File: config.mk
export PLATFORM = sky130hd
export DESIGN_NAME = alu_muldiv_seq
export DESIGN_NICKNAME = d
export VERILOG_FILES = /design/src/rtl/alu_muldiv_seq_pkg.sv /design/src/rtl/alu_muldiv_seq_muldiv_iter.sv /design/src/rtl/alu_muldiv_seq.sv
export SDC_FILE = /design/constraint.sdc
export NUM_CORES = 1
export LEC_CHECK = 0
export BUFFER_PORTS_ARGS = -buffer_cell sky130_fd_sc_hd__buf_2
export CELL_PAD_IN_SITES_DETAIL_PLACEMENT = 2
export CELL_PAD_IN_SITES_GLOBAL_PLACEMENT = 2
export CORE_MARGIN = 3
export CORE_UTILIZATION = 37
export CTS_BUF_LIST = sky130_fd_sc_hd__clkbuf_8
export CTS_CLUSTER_SIZE = 12
export DETAILED_ROUTE_END_ITERATION = 8
export PLACE_DENSITY = 0.8
export SETUP_SLACK_MARGIN = 0.5
export SYNTH_ARGS = -nofsm -noshare
export SYNTH_HDL_FRONTEND = slang
export SYNTH_SLANG_ARGS = --single-unit
export TNS_END_PERCENT = 30
File: constraint.sdc
create_clock -name clk -period 7.25 [get_ports clk]
set_input_delay 2.175 -clock clk [delete_from_list [all_inputs] [get_ports clk]]
set_output_delay 2.175 -clock clk [all_outputs]
set_load 0.02 [all_outputs]
File: src/rtl/alu_muldiv_seq_pkg.sv
// Shared op encodings and FSM state type for the RV32 execute unit.
// in_op[4] selects the M extension; base ops use the low nibble as ALU select.
package alu_muldiv_seq_pkg;

  localparam int OP_W        = 5;
  localparam int OP_MODE_BIT = 4;

  typedef enum logic [3:0] {
    ALU_ADD  = 4'd0,
    ALU_SUB  = 4'd1,
    ALU_SLL  = 4'd2,
    ALU_SLT  = 4'd3,
    ALU_SLTU = 4'd4,
    ALU_XOR  = 4'd5,
    ALU_SRL  = 4'd6,
    ALU_SRA  = 4'd7,
    ALU_OR   = 4'd8,
    ALU_AND  = 4'd9
  } alu_op_e;

  localparam logic [2:0] M_MUL    = 3'd0;
  localparam logic [2:0] M_MULH   = 3'd1;
  localparam logic [2:0] M_MULHSU = 3'd2;
  localparam logic [2:0] M_MULHU  = 3'd3;
  localparam logic [2:0] M_DIV    = 3'd4;
  localparam logic [2:0] M_DIVU   = 3'd5;
  localparam logic [2:0] M_REM    = 3'd6;
  localparam logic [2:0] M_REMU   = 3'd7;

  typedef enum logic [1:0] {
    ST_IDLE = 2'd0,
    ST_BUSY = 2'd1,
    ST_DONE = 2'd2
  } state_e;

  function automatic logic [OP_W-1:0] m_op(input logic [2:0] funct3);
    return {1'b1, 1'b0, funct3};
  endfunction

  function automatic logic [OP_W-1:0] base_op(input alu_op_e sel);
    return {1'b0, sel};
  endfunction

endpackage

File: src/rtl/alu_muldiv_seq_muldiv_iter.sv
// Iterative RV32M datapath: shift-add multiply and restoring divide on operand
// magnitudes, one bit per cycle, with sign fix-up applied to the final step.
module muldiv_iter
  import alu_muldiv_seq_pkg::*;
#(
  parameter int XLEN = 32
) (
  input  logic            clk,
  input  logic            rst,
  input  logic            start,
  input  logic [2:0]      funct3,
  input  logic [XLEN-1:0] a,
  input  logic [XLEN-1:0] b,
  output logic            done,
  output logic [XLEN-1:0] result
);

  localparam int CNT_W = $clog2(XLEN);

  logic [XLEN-1:0]  hi_reg, lo_reg, opnd_reg;
  logic [XLEN-1:0]  hi_next, lo_next;
  logic [CNT_W-1:0] cnt_reg;
  logic             busy_reg, is_div_reg, sel_reg, a_neg_reg, b_neg_reg, b_zero_reg;

  logic            is_div, a_signed, b_signed, a_neg, b_neg;
  logic [XLEN-1:0] mag_a, mag_b;

  assign is_div   = funct3[2];
  assign a_signed = (funct3 == M_MULH) || (funct3 == M_MULHSU) ||
                    (funct3 == M_DIV)  || (funct3 == M_REM);
  assign b_signed = (funct3 == M_MULH) || (funct3 == M_DIV) || (funct3 == M_REM);
  assign a_neg    = a_signed && a[XLEN-1];
  assign b_neg    = b_signed && b[XLEN-1];
  assign mag_a    = a_neg ? -a : a;
  assign mag_b    = b_neg ? -b : b;

  // Multiply: hi:lo is the product with the multiplier shifting out of lo.
  // Divide: hi is the partial remainder, lo shifts dividend bits out and quotient bits in.
  logic [XLEN:0] mul_sum, div_shift, div_diff;
  assign mul_sum   = {1'b0, hi_reg} + (lo_reg[0] ? {1'b0, opnd_reg} : '0);
  assign div_shift = {hi_reg, lo_reg[XLEN-1]};
  assign div_diff  = div_shift - {1'b0, opnd_reg};

  always_comb begin
    hi_next = hi_reg;
    lo_next = lo_reg;
    if (is_div_reg) begin
      if (!div_diff[XLEN]) begin
        hi_next = div_diff[XLEN-1:0];
        lo_next = {lo_reg[XLEN-2:0], 1'b1};
      end else begin
        hi_next = div_shift[XLEN-1:0];
        lo_next = {lo_reg[XLEN-2:0], 1'b0};
      end
    end else begin
      hi_next = mul_sum[XLEN:1];
      lo_next = {mul_sum[0], lo_reg[XLEN-1:1]};
    end
  end

  always_ff @(posedge clk) begin
    if (rst) begin
      busy_reg   <= 1'b0;
      cnt_reg    <= '0;
      hi_reg     <= '0;
      lo_reg     <= '0;
      opnd_reg   <= '0;
      is_div_reg <= 1'b0;
      sel_reg    <= 1'b0;
      a_neg_reg  <= 1'b0;
      b_neg_reg  <= 1'b0;
      b_zero_reg <= 1'b0;
    end else if (start) begin
      busy_reg   <= 1'b1;
      cnt_reg    <= '0;
      hi_reg     <= '0;
      lo_reg     <= is_div ? mag_a : mag_b;
      opnd_reg   <= is_div ? mag_b : mag_a;
      is_div_reg <= is_div;
      sel_reg    <= is_div ? funct3[1] : (funct3[1:0] != 2'b00);
      a_neg_reg  <= a_neg;
      b_neg_reg  <= b_neg;
      b_zero_reg <= (b == '0);
    end else if (busy_reg) begin
      hi_reg <= hi_next;
      lo_reg <= lo_next;
      if (cnt_reg == CNT_W'(XLEN - 1)) begin
        busy_reg <= 1'b0;
        cnt_reg  <= '0;
      end else begin
        cnt_reg <= cnt_reg + CNT_W'(1);
      end
    end
  end

  // Result is taken from the post-step values so it is ready on the last iteration.
  logic [2*XLEN-1:0] prod, prod_fix;
  logic [XLEN-1:0]   quo_fix, rem_fix;
  assign prod     = {hi_next, lo_next};
  assign prod_fix = (a_neg_reg ^ b_neg_reg) ? -prod : prod;
  assign quo_fix  = b_zero_reg ? '1 : ((a_neg_reg ^ b_neg_reg) ? -lo_next : lo_next);
  assign rem_fix  = a_neg_reg ? -hi_next : hi_next;

  assign done   = busy_reg && (cnt_reg == CNT_W'(XLEN - 1));
  assign result = is_div_reg ? (sel_reg ? rem_fix : quo_fix)
                             : (sel_reg ? prod_fix[2*XLEN-1:XLEN] : prod_fix[XLEN-1:0]);

endmodule

File: src/rtl/alu_muldiv_seq.sv
// RV32 execute unit: single-cycle base ALU plus iterative RV32M, with valid/ready
// handshakes on both sides and one operation in flight.
module alu_muldiv_seq
  import alu_muldiv_seq_pkg::*;
#(
  parameter int XLEN     = 32,
  parameter bit ENABLE_M = 1'b1
) (
  input  logic            clk,
  input  logic            rst,
  input  logic            in_valid,
  output logic            in_ready,
  input  logic [OP_W-1:0] in_op,
  input  logic [XLEN-1:0] in_a,
  input  logic [XLEN-1:0] in_b,
  output logic            out_valid,
  input  logic            out_ready,
  output logic [XLEN-1:0] out_result,
  output logic            out_illegal
);

  localparam int SHAMT_W = $clog2(XLEN);

  state_e          state_reg;
  logic            accept, is_m, m_legal, base_legal, op_legal, m_start, mdu_done;
  logic [XLEN-1:0] base_result, mdu_result;
  logic [SHAMT_W-1:0] shamt;

  assign in_ready = (state_reg == ST_IDLE) || ((state_reg == ST_DONE) && out_ready);
  assign accept   = in_valid && in_ready;
  assign is_m     = in_op[OP_MODE_BIT];
  assign m_legal  = ENABLE_M && is_m && !in_op[3];
  assign op_legal = is_m ? m_legal : base_legal;
  assign m_start  = accept && m_legal;
  assign shamt    = in_b[SHAMT_W-1:0];

  always_comb begin
    base_result = '0;
    base_legal  = 1'b1;
    case (alu_op_e'(in_op[3:0]))
      ALU_ADD:  base_result = in_a + in_b;
      ALU_SUB:  base_result = in_a - in_b;
      ALU_SLL:  base_result = in_a << shamt;
      ALU_SLT:  base_result = {{(XLEN-1){1'b0}}, ($signed(in_a) < $signed(in_b))};
      ALU_SLTU: base_result = {{(XLEN-1){1'b0}}, (in_a < in_b)};
      ALU_XOR:  base_result = in_a ^ in_b;
      ALU_SRL:  base_result = in_a >> shamt;
      ALU_SRA:  base_result = $signed(in_a) >>> shamt;
      ALU_OR:   base_result = in_a | in_b;
      ALU_AND:  base_result = in_a & in_b;
      default:  base_legal  = 1'b0;
    endcase
  end

  generate
    if (ENABLE_M) begin : g_muldiv
      muldiv_iter #(.XLEN(XLEN)) u_muldiv (
        .clk    (clk),
        .rst    (rst),
        .start  (m_start),
        .funct3 (in_op[2:0]),
        .a      (in_a),
        .b      (in_b),
        .done   (mdu_done),
        .result (mdu_result)
      );
    end else begin : g_no_muldiv
      assign mdu_done   = 1'b0;
      assign mdu_result = '0;
    end
  endgenerate

  always_ff @(posedge clk) begin
    if (rst) begin
      state_reg   <= ST_IDLE;
      out_valid   <= 1'b0;
      out_result  <= '0;
      out_illegal <= 1'b0;
    end else begin
      case (state_reg)
        ST_BUSY: begin
          if (mdu_done) begin
            state_reg   <= ST_DONE;
            out_valid   <= 1'b1;
            out_result  <= mdu_result;
            out_illegal <= 1'b0;
          end
        end
        default: begin
          // IDLE and DONE share the accept path so a taken result can be replaced in one cycle.
          if (accept) begin
            if (m_start) begin
              state_reg <= ST_BUSY;
              out_valid <= 1'b0;
            end else begin
              state_reg   <= ST_DONE;
              out_valid   <= 1'b1;
              out_result  <= op_legal ? base_result : '0;
              out_illegal <= !op_legal;
            end
          end else if ((state_reg == ST_DONE) && out_ready) begin
            state_reg <= ST_IDLE;
            out_valid <= 1'b0;
          end
        end
      endcase
    end
  end

endmodule

==> qor.yml <==
logic_synthesis:
  ys_seq_area_share_pct: 12.5
  synth_top_cell_by_area: "sky130_fd_sc_hd__dfxtp_1"
  postSynthCellCount: 3291
  synth.yosys.warnings: 0
  mapped_nets: 3535
  synth_flop_cell: "sky130_fd_sc_hd__dfxtp_1"
  synthesis.area_um2: 22800
  synth_edf_count: 0
  synth_largest_type_area_fraction_pct: 12.5
  synth.ff_latch_count: 142
  asyncSetResetFlopFracSynth_pct: 0
  synth.lib_cells_used.distinct: 115
  syn_avg_cell_area_um2: 6.92
  netlist_top_cells_area: "sky130_fd_sc_hd__dfxtp_1, sky130_fd_sc_hd__ha_1, sky130_fd_sc_hd__a21oi_1, sky130_fd_sc_hd__nor2_1, sky130_fd_sc_hd__nand2_1"
die:
  design.die.area_um2: 64600
  core_area_um2: 60600
  start_util_pct: 37.6
  chipHeight_um: 254
  core.rowCount: 90
  fp.dieW_um: 254
  top_level_ports: 108
global_route:
  grt_first_pass_wirelength_mm: 196
  grt_start_max_net_pins: 87
  gr_ovfl_total: 0
  grt_pass1_vias: 28959
  antenna_found_initial: 15
  gr-max-usage-layer: "met2"
  gr-usage-all-layers_pct: 40.8
  met2_usage_grt_pct: 69.9
  grt_util_met3_pct: 5.60
  globalRouteMet1Util_pct: 46.8
critical_path:
  worstSetupEndpointType: "flip-flop"
  worst-endpoint-arrival_ns: 6.88
  critical_path.reg2reg.startpoint: "g_muldiv.u_muldiv.lo_reg[0]"
  worst-setup-path-type: "in2reg"
  critical_path.max_stage_delay_ns: 0.44
  slowest_stage: "sky130_fd_sc_hd__o21ai_0"
  buf_inv_on_cp: 4
  rr_worst_depth: 18
  worst_ep_required_time_ns: 7.63
  cp_cell_sequence: "buf_2, inv_1, ha_1, inv_1, fa_1, nor2b_1, o21ai_0, a21oi_1, o21a_1, o21ai_0, o211ai_1, a221oi_1, buf_4, o31a_1, o21bai_1, a311o_1, a21oi_1, o311ai_1, a211oi_1, a311oi_1"
  critical_path_peak_fanout: 7
  crit_family: "compound AO/OA/AOI/OAI gates"
  r2r-end: "out_result[31]"
  setup.worst_path.start_class: "input pin"
  regToRegSetupSlack_ns: 0.78
timing:
  peak_clock_frequency_supported_by_timing_mhz: 154
  timing.slew.headroom_pct: 23.1
  setup_slack_after_layout_ns: 0.751
  setup_viol_count_final: 0
  finalMaxSlewViolations: 0
  skew_ns: 0.0209
  fin_setup_tns_ns: 0
  tightest_slew_ns: 1.14
  finalWorstPathRequiredPeriod_ns: 6.50
  timing.final.hold_violations: 0
  rsz0062_at_grt: "no"
  final_min_period_over_clock_period_pct: 89.6
cells_and_area:
  nNetsFinal: 3515
  post_route_cells_drive_above_1_share_pct: 10.2
  final.fill_count: 7346
  sequential_cell_area_um2: 2850
  flow.area_growth_from_synthesis_pct: 7.32
  multi_input_comb_area_um2: 18500
worst_hold_path:
  worst_hold_path.num_cells: 2
  worstHoldPathType: "reg2reg"
  min_delay_src: "g_muldiv.u_muldiv.opnd_reg[30]"
  hold_path_end: "g_muldiv.u_muldiv.opnd_reg[30]"
placement:
  detailed_place_hpwl_mm: 107
  placement_stage_worst_setup_slack_ns: 0.496
  gpl.final_weighted_congestion: 1.01
  io_buffers: 107
clock_network:
  cts_inserted_buffers: 17
  clk_pin_slew_ns: 0.09
  post_cts.repair.setup_buffers: 0
  cts_repair_resize_count: 0
  tritoncts: "yes"
  cts_max_level: 4
  clock_sink_count: 142
  clock_tree.buffer_depth: 2
  hold_buffers: 0
  clock_root_buffer: "sky130_fd_sc_hd__clkbuf_8"
  clock_latency_ns: 0.53
drt:
  routed_wire_length_per_instance_um: 33.0
  via_per_inst: 6.70
  antenna_left: 0
  initialDrtViolationCount: 2243
  vias: 27318
  drt_pre_antenna_iters: 7
  drc_errors: 0
  finalWirelength_mm: 135
run:
  maxCapViolations: 0
pwr:
  static-leakage-power_nw: 9.77
  ir_worst_vdd_uv: 127
  power-per-cell-area_nw_per_um2: 146
status:
  status: "completed"
## cells by family after synthesis
group / synth area share (%)
AOI/OAI and AO/OA: 34.0
xor gates and xnor gates: 6.38
adders and majority gates: 9.53
buffers and inverters: 6.64
DFF: 12.5
muxes: 8.45
and+or+nand+nor: 22.5
## worst reg2reg max path, stage by stage (launching register included)
cell	delay (ns)
sky130_fd_sc_hd__dfxtp_1	0.53
sky130_fd_sc_hd__buf_4	0.33
sky130_fd_sc_hd__and2_1	0.18
sky130_fd_sc_hd__ha_1	0.25
sky130_fd_sc_hd__fa_1	0.43
sky130_fd_sc_hd__a21o_1	0.23
sky130_fd_sc_hd__a221oi_1	0.62
sky130_fd_sc_hd__o21bai_1	0.29
sky130_fd_sc_hd__a211oi_1	0.29
sky130_fd_sc_hd__o21bai_1	0.12
sky130_fd_sc_hd__xnor2_1	0.20
sky130_fd_sc_hd__nor2_1	0.08
sky130_fd_sc_hd__a311oi_2	0.79
sky130_fd_sc_hd__nand4b_1	0.33
sky130_fd_sc_hd__nor4_1	0.90
sky130_fd_sc_hd__nand4b_1	0.24
sky130_fd_sc_hd__mux2_1	0.38
sky130_fd_sc_hd__nor2_1	0.11
sky130_fd_sc_hd__o31ai_1	0.09
## where the power goes
part,leakage [nW],internal (W),switching [W]
clock network,0.186,0.000270,0.000385
logic,8.42,0.000633,0.00139
registers,1.16,0.000824,0.0000711
total,9.77,0.00173,0.00184
## worst max path at each step
stage                                     start              to  slack (ns)  cells after the start
detailed placement                      in_a[0]  out_result[30]        0.50                     20
finish                                  in_a[0]  out_result[30]        0.75                     20
global placement                        in_a[0]  out_result[30]        0.49                     20
floorplan                               in_b[1]  out_result[30]        0.68                     20
global route        g_muldiv.u_muldiv.lo_reg[0]  out_result[31]        0.57                     18
CTS                 g_muldiv.u_muldiv.lo_reg[0]  out_result[12]        1.03                     18
## cell usage in the layout (no fill, tap or decap), types with 17 or more instances in the layout
| cell type | Yosys | final |
|---|---|---|
| sky130_fd_sc_hd__nor2_1 | 370 | 370 |
| sky130_fd_sc_hd__nand2_1 | 348 | 347 |
| sky130_fd_sc_hd__a21oi_1 | 312 | 312 |
| sky130_fd_sc_hd__o21ai_0 | 233 | 233 |
| sky130_fd_sc_hd__ha_1 | 167 | 167 |
| sky130_fd_sc_hd__inv_1 | 159 | 163 |
| sky130_fd_sc_hd__dfxtp_1 | 142 | 140 |
| sky130_fd_sc_hd__xnor2_1 | 120 | 120 |
| sky130_fd_sc_hd__o211ai_1 | 116 | 116 |
| sky130_fd_sc_hd__mux2i_1 | 111 | 111 |
| sky130_fd_sc_hd__buf_2 | 13 | 104 |
| sky130_fd_sc_hd__nor3_1 | 87 | 86 |
| sky130_fd_sc_hd__buf_4 | 0 | 85 |
| sky130_fd_sc_hd__a21o_1 | 59 | 59 |
| sky130_fd_sc_hd__and2_1 | 56 | 56 |
| sky130_fd_sc_hd__a211oi_1 | 52 | 52 |
| sky130_fd_sc_hd__xor2_1 | 46 | 46 |
| sky130_fd_sc_hd__a31oi_1 | 46 | 45 |
| sky130_fd_sc_hd__nand3_1 | 45 | 44 |
| sky130_fd_sc_hd__a221oi_1 | 39 | 39 |
| sky130_fd_sc_hd__o31ai_1 | 29 | 29 |
| sky130_fd_sc_hd__mux4_2 | 26 | 26 |
| sky130_fd_sc_hd__and3_1 | 25 | 24 |
| sky130_fd_sc_hd__nand2b_1 | 23 | 23 |
| sky130_fd_sc_hd__o21bai_1 | 22 | 22 |
| sky130_fd_sc_hd__nor2b_1 | 23 | 22 |
| sky130_fd_sc_hd__nand4_1 | 21 | 21 |
| sky130_fd_sc_hd__a22oi_1 | 21 | 21 |
| sky130_fd_sc_hd__o221ai_1 | 21 | 21 |
| sky130_fd_sc_hd__o21a_1 | 20 | 20 |
| sky130_fd_sc_hd__or3_1 | 20 | 20 |
| sky130_fd_sc_hd__o22ai_1 | 20 | 20 |
| sky130_fd_sc_hd__nor4_1 | 19 | 18 |
| sky130_fd_sc_hd__clkbuf_8 | 0 | 17 |
## cell type report
class                           count  area share [%]
Sequential cell                   142            11.7
Clock inverter                     15           0.517
Tap cell                          782            4.00
Clock buffer                       17           0.957
Inverter                          161            2.47
Timing Repair Buffer              189            4.74
Multi-Input combinational cell   2760            75.5
Antenna cell                       13           0.133
## routing by layer
layer  up-vias  wire length (um)
li1      12027                 -
met1     13803             52200
met2      1079             64000
met3       407              7340
met4         2             11300
met5         -                13
## cells in the mapped netlist (34+ instances only)
library cell	instances
sky130_fd_sc_hd__o211ai_1	116
sky130_fd_sc_hd__buf_1	34
sky130_fd_sc_hd__nor2_1	370
sky130_fd_sc_hd__a31oi_1	46
sky130_fd_sc_hd__xnor2_1	120
sky130_fd_sc_hd__dfxtp_1	142
sky130_fd_sc_hd__xor2_1	46
sky130_fd_sc_hd__a211oi_1	52
sky130_fd_sc_hd__a221oi_1	39
sky130_fd_sc_hd__and2_1	56
sky130_fd_sc_hd__ha_1	167
sky130_fd_sc_hd__o21ai_0	233
sky130_fd_sc_hd__nor3_1	87
sky130_fd_sc_hd__inv_1	159
sky130_fd_sc_hd__clkbuf_1	178
sky130_fd_sc_hd__nand2_1	348
sky130_fd_sc_hd__a21oi_1	312
sky130_fd_sc_hd__nand3_1	45
sky130_fd_sc_hd__a21o_1	59
sky130_fd_sc_hd__mux2i_1	111
## stage by stage
step / hold slack [ns] / std cells / area, um2 / power [W] / util [%]
6_report: 0.478 / 4079 / 24400 / 0.00357 / 40.3
5_1_grt: 0.506 / 4076 / 24400 / 0.00373 / 40.3
4_1_cts: 0.483 / 4066 / 24400 / 0.00352 / 40.3
3_5_place_dp: 0.473 / 4034 / 24000 / 0.00286 / 39.7
3_3_place_gp: 0.457 / 4034 / 24000 / 0.00280 / 39.7
2_1_floorplan: 0.440 / 3291 / 22800 / 0.00213 / -
No activity file was read; power rests on OpenSTA's default activity.
